### src/rtl/bcd_counter_mux_if.sv
// Control and display bundle for bcd_counter_mux.
// The slave side is the counter; the master side drives count controls.
interface bcd_counter_mux_if #(
    parameter int DIGITS = 4
);
    logic                  enable;
    logic                  up_down;
    logic                  preset;
    logic [4*DIGITS-1:0]   preset_val;
    logic                  load;
    logic [4*DIGITS-1:0]   count;
    logic                  carry_out;
    logic [6:0]            ssg;
    logic [DIGITS-1:0]     an;

    modport master (
        output enable, up_down, preset, preset_val, load,
        input  count, carry_out, ssg, an
    );

    modport slave (
        input  enable, up_down, preset, preset_val, load,
        output count, carry_out, ssg, an
    );
endinterface

### src/rtl/bcd_counter_mux.sv
// Multi-digit up/down BCD counter with preset, display-hold register
// and a time-multiplexed seven-segment scan driver.
module bcd_counter_mux #(
    parameter int DIGITS   = 4,
    parameter int SCAN_DIV = 1000,
    parameter bit BLANK_LZ = 1'b1
) (
    input logic              clk,
    input logic              reset,
    bcd_counter_mux_if.slave bus
);
    localparam int W  = 4 * DIGITS;
    localparam int SW = (SCAN_DIV > 1) ? $clog2(SCAN_DIV) : 1;
    localparam int IW = (DIGITS > 1) ? $clog2(DIGITS) : 1;
    localparam logic [SW-1:0] SCAN_LAST = SW'(SCAN_DIV - 1);
    localparam logic [IW-1:0] IDX_LAST  = IW'(DIGITS - 1);

    logic [W-1:0]      cnt;
    logic [W-1:0]      cnt_step;
    logic [W-1:0]      cnt_pre;
    logic [W-1:0]      disp;
    logic              terminal;
    logic [SW-1:0]     scan;
    logic [IW-1:0]     idx;
    logic [IW-1:0]     idx_n;
    logic [DIGITS-1:0] lz;
    logic [DIGITS-1:0] an_r;
    logic [6:0]        ssg_r;
    logic [3:0]        nib;
    logic [3:0]        dig_n;
    logic              zrun;
    logic              blank;

    function automatic logic [6:0] seg7(input logic [3:0] v);
        case (v)
            4'd0:    return 7'h3F;
            4'd1:    return 7'h06;
            4'd2:    return 7'h5B;
            4'd3:    return 7'h4F;
            4'd4:    return 7'h66;
            4'd5:    return 7'h6D;
            4'd6:    return 7'h7D;
            4'd7:    return 7'h07;
            4'd8:    return 7'h7F;
            4'd9:    return 7'h6F;
            default: return 7'h00;
        endcase
    endfunction

    // Ripple the step through digits; terminal survives only if every digit wrapped.
    always_comb begin
        cnt_step = cnt;
        terminal = 1'b1;
        nib      = '0;
        for (int i = 0; i < DIGITS; i++) begin
            nib = cnt[4*i +: 4];
            if (terminal) begin
                if (bus.up_down) begin
                    if (nib == 4'd9) begin
                        cnt_step[4*i +: 4] = 4'd0;
                    end else begin
                        cnt_step[4*i +: 4] = nib + 4'd1;
                        terminal = 1'b0;
                    end
                end else begin
                    if (nib == 4'd0) begin
                        cnt_step[4*i +: 4] = 4'd9;
                    end else begin
                        cnt_step[4*i +: 4] = nib - 4'd1;
                        terminal = 1'b0;
                    end
                end
            end
        end
    end

    always_comb begin
        cnt_pre = '0;
        for (int i = 0; i < DIGITS; i++) begin
            if (bus.preset_val[4*i +: 4] > 4'd9)
                cnt_pre[4*i +: 4] = 4'd9;
            else
                cnt_pre[4*i +: 4] = bus.preset_val[4*i +: 4];
        end
    end

    // lz[i]: digits i..DIGITS-1 of the held value are all zero.
    always_comb begin
        lz   = '0;
        zrun = 1'b1;
        for (int i = DIGITS - 1; i >= 0; i--) begin
            zrun  = zrun & (disp[4*i +: 4] == 4'd0);
            lz[i] = zrun;
        end
    end

    assign idx_n = (scan != SCAN_LAST) ? idx :
                   (idx == IDX_LAST)   ? '0  : idx + 1'b1;
    assign dig_n = disp[4*idx_n +: 4];
    assign blank = BLANK_LZ && (idx_n != '0) && lz[idx_n];

    always_ff @(posedge clk) begin
        if (reset) begin
            cnt   <= '0;
            disp  <= '0;
            scan  <= '0;
            idx   <= '0;
            an_r  <= DIGITS'(1);
            ssg_r <= 7'h3F;
        end else begin
            if (bus.load)
                disp <= cnt;
            if (bus.preset)
                cnt <= cnt_pre;
            else if (bus.enable)
                cnt <= cnt_step;
            scan  <= (scan == SCAN_LAST) ? '0 : scan + 1'b1;
            idx   <= idx_n;
            // Segment data uses the pre-load display value so it matches an.
            an_r  <= DIGITS'(1) << idx_n;
            ssg_r <= blank ? 7'h00 : seg7(dig_n);
        end
    end

    assign bus.count     = cnt;
    assign bus.carry_out = bus.enable & ~reset & ~bus.preset & terminal;
    assign bus.an        = an_r;
    assign bus.ssg       = ssg_r;
endmodule

### src/flat_wrapper.sv
// flat-port wrapper written by rule: the top's interface ports become plain ports
module bcd_counter_mux_flat 
#(
    parameter int DIGITS   = 4,
    parameter int SCAN_DIV = 1000,
    parameter bit BLANK_LZ = 1'b1
)
  (clk, reset, bus_enable, bus_up_down, bus_preset, bus_preset_val, bus_load, bus_count, bus_carry_out, bus_ssg, bus_an);
  bcd_counter_mux_if #(.DIGITS(DIGITS)) bus_i ();
  input logic clk;
  input logic reset;
  input wire logic [$bits(bus_i.enable)-1:0] bus_enable;
  input wire logic [$bits(bus_i.up_down)-1:0] bus_up_down;
  input wire logic [$bits(bus_i.preset)-1:0] bus_preset;
  input wire logic [$bits(bus_i.preset_val)-1:0] bus_preset_val;
  input wire logic [$bits(bus_i.load)-1:0] bus_load;
  output wire logic [$bits(bus_i.count)-1:0] bus_count;
  output wire logic [$bits(bus_i.carry_out)-1:0] bus_carry_out;
  output wire logic [$bits(bus_i.ssg)-1:0] bus_ssg;
  output wire logic [$bits(bus_i.an)-1:0] bus_an;
  assign bus_i.enable = bus_enable;
  assign bus_i.up_down = bus_up_down;
  assign bus_i.preset = bus_preset;
  assign bus_i.preset_val = bus_preset_val;
  assign bus_i.load = bus_load;
  assign bus_count = bus_i.count;
  assign bus_carry_out = bus_i.carry_out;
  assign bus_ssg = bus_i.ssg;
  assign bus_an = bus_i.an;
  bcd_counter_mux #(.DIGITS(DIGITS), .SCAN_DIV(SCAN_DIV), .BLANK_LZ(BLANK_LZ)) u_core (.clk(clk), .reset(reset), .bus(bus_i));
endmodule
### config.mk
export PLATFORM = sky130hd
export DESIGN_NAME = bcd_counter_mux_flat
export DESIGN_NICKNAME = d
export VERILOG_FILES = /design/src/rtl/bcd_counter_mux_if.sv /design/src/rtl/bcd_counter_mux.sv /design/src/flat_wrapper.sv
export SDC_FILE = /design/constraint.sdc
export NUM_CORES = 1
export LEC_CHECK = 0
export CAP_MARGIN = 20
export CORE_MARGIN = 3
export CORE_UTILIZATION = 50
export CTS_CLUSTER_SIZE = 8
export DETAILED_ROUTE_END_ITERATION = 12
export PLACE_DENSITY = 0.74
export SYNTH_ARGS = -nofsm -noshare
export SYNTH_HDL_FRONTEND = slang
export SYNTH_SLANG_ARGS = --single-unit
### constraint.sdc
create_clock -name clk -period 3.5 [get_ports clk]
set_clock_uncertainty 0.05 [all_clocks]
set_input_delay 0.525 -clock clk [delete_from_list [all_inputs] [get_ports clk]]
set_output_delay 0.525 -clock clk [all_outputs]
set_load 0.02 [all_outputs]
==> flow_summary.ini <==
[outcome]
status = completed

[place]
pre_cts_ws_ps = -41.1
dp_hpwl_mm = 5.50
port_buffers = 49
placed_area_sq_um = 3950
dp_cells = 539
globalplace.congestion = 0.905

[clocking]
clkSlewWorstSetupHoldPaths_ps = 110
cts_sinks = 55
cts_made_buffers = 5
cts_tree = yes
post-cts-setup-buffer-count = 0
cts-root-buf = clkbuf_8
cts.path.max_buffers = 2
insertion_delay_ps = 320
h-tree-depth = 2
hold_buffers = 0

[critical_path]
path_buf_inv = 2
cp_top_family = buffers and inverters
crit_chain = clkdlybuf4s50_1 > or3_1 > a211o_1 > a2111oi_4 > and3_1 > and3_2 > dlygate4sd2_1
worstPathArrival_ps = 2680
r2r_slack_ps = 660
required_ps = 2920
crit_slowest_cell = clkdlybuf4s50_1
cp-end-kind = output port
crit_fanout = 2
path_class = input pin to output port
crit_path_max_incr_delay_ps = 420
start_kind = input pin

[floorplanning]
placementRows = 29
die_area_sq_um = 7850
start_util = 0.525
die_x_um = 88.6
dieHeight_um = 88.6
core_sq_um = 6490
ios = 50

[logic_synthesis]
synthCells = 435
synth_seq_cells = 55
synth.top_cell.area_share = 0.323
ys_warn_count = 0
netlist_top_cells_area = dfxtp_1 32%, mux2i_1 6.5%, nor2_1 6.2%, nand2_1 4.0%, clkbuf_1 3.5%
synth-seq-area-share = 0.323
ys_async_sr_fraction = 0
synth_area_sq_um = 3410
ys_types = 59
syn_nets = 461
synth_edf_count = 0
yosysTopAreaCell = dfxtp_1
yosys_most_used_dff = dfxtp_1
syn_area_per_cell_sq_um = 7.84

[detailed_routing]
drt-total-wl_mm = 7.93
wl_per_cell_um = 14.5
firstDrtPassIters = 5
num_vias = 3227
final_antenna_net_count = 0
first_iter_violations = 163
drc = 0
vias_per_cell = 5.90

[final_layout]
area_growth_pct = 18.5
final_cell_area_sq_um = 4040
final_cell_mix = 56 x nor2_1, 55 x dfxtp_1, 48 x clkdlybuf4s50_1
final_nets = 495
diodes = 0
layout_commonest_cell = nor2_1
stdcell_count = 547
drive_gt1_frac = 0.0872

[timing]
slew_headroom = 0.401
final.setup.worst_slack_ps = 244
slew_viol_final = 0
rsz0062_at_grt = no
hold_viol = 0
layout_min_cycle_time_ps = 3260
min_period_over_period = 0.930
fmax_mhz = 307
finalSetupViolCount = 0
tightest_slew_ps = 896

[grt]
antenna_found_initial = 0
grt_max_degree = 46
grt_pass1_vias = 2822
globalRouteOverflowTotal = 0
grt_pass1_wl_mm = 13.1
grt_use_total = 0.206

[flow_run]
max_cap_viol_count = 0

[hold_path]
min_path_type = flip-flop to flip-flop

[power_and_ir_drop]
clkPwrFrac = 0.283
p_sw_frac = 0.297
power_mw = 1.30
p_int_uw = 915
p_per_area_nw_per_um2 = 322
ir_drop_mv = 0.183
netSwitchingPower_uw = 386
comb_power_share = 0.185
p_leak_nw = 1.49
pwr-share-seq = 0.532
[cell usage after synthesis (all sizes together) (3+ instances only)]
master,number
nor2,56
dfxtp,55
nand2,36
clkbuf,33
mux2i,22
o21ai,21
a21oi,17
nand2b,14
nor4,14
nand3,12
nor2b,12
xnor2,10
inv,9
nor3,9
a32oi,8
buf,8
a311oi,7
xor2,6
a211oi,5
a21o,5
a221oi,5
nand4,5
nor3b,5
o22ai,5
or2,5
a211o,4
a21boi,4
a31oi,4
ha,4
mux2,4
or3,4
and2,3
and3,3
[layer usage]
layer | up-vias | track usage | wire, um
met2 | 97 | 0.355 | 3790
met1 | 1502 | 0.269 | 3650
li1 | 1619 | - | -
met4 | 0 | 0.0536 | 102
met5 | - | 0 | 0
met3 | 9 | 0.0317 | 388
[per-stage QoR]
step                      setup TNS, ps  hold slack, ps   util
after floorplan                       0             380      -
after global placement            -27.4             394  0.608
after detailed placement          -41.1             407  0.608
after CTS                             0             432  0.622
after global routing                  0             472  0.622
final                                 0             426  0.622
[registers in the layout, indices dropped and copies added (netlist names)]
name,cells
u_core.bus.an,4
u_core.bus.ssg,7
u_core.idx,2
u_core.bus.count,16
u_core.disp,16
u_core.scan,10
[path summary, 6_finish.rpt]
| check | startpoint | endpoint | cells after the start |
|---|---|---|---|
| max reg2reg | u_core.scan[0] | u_core.bus.ssg[5] | 9 |
| min reg2reg | u_core.scan[0] | u_core.scan[0] | 1 |
| min | u_core.scan[0] | u_core.scan[0] | 1 |
| max | bus_up_down | bus_carry_out | 7 |
[logic make-up (layout without fill, tap and decap cells)]
| logic type | after synthesis | after routing | share of synthesized area |
|---|---|---|---|
| xor gates and xnor gates | 16 | 16 | 0.0411 |
| adders and majority gates | 4 | 4 | 0.0147 |
| buffers and inverters | 51 | 86 | 0.0671 |
| AOI/OAI and AO/OA | 98 | 98 | 0.204 |
| muxes | 26 | 26 | 0.0778 |
| DFF | 55 | 55 | 0.323 |
| and+or+nand+nor | 185 | 185 | 0.273 |
[power by group through the flow]
stage | clock network [mW] | logic [mW] | registers [mW]
CTS | 0.378 | 0.242 | 0.692
global route | 0.399 | 0.266 | 0.697
detailed placement | 0 | 0.240 | 0.706
global placement | 0 | 0.237 | 0.705
floorplan | 0 | 0.157 | 0.700
finish | 0.368 | 0.241 | 0.692
[repair_timing]
item / 4_1_cts / 5_1_grt
endpoints found under the hold margin: 0 / 0
gates resized for setup: 1 / 0
endpoints found under the setup margin: 1 / 0
[area by class of cell]
cell class / count / area, sq um
Multi-Input combinational cell: 329 / 2080
Tap cell: 77 / 96.3
Clock inverter: 3 / 23.8
Sequential cell: 55 / 1100
Timing Repair Buffer: 68 / 632
Inverter: 10 / 37.5
Fill cell: 590 / 2450
Clock buffer: 5 / 68.8
(Power assumes the default switching activity.)
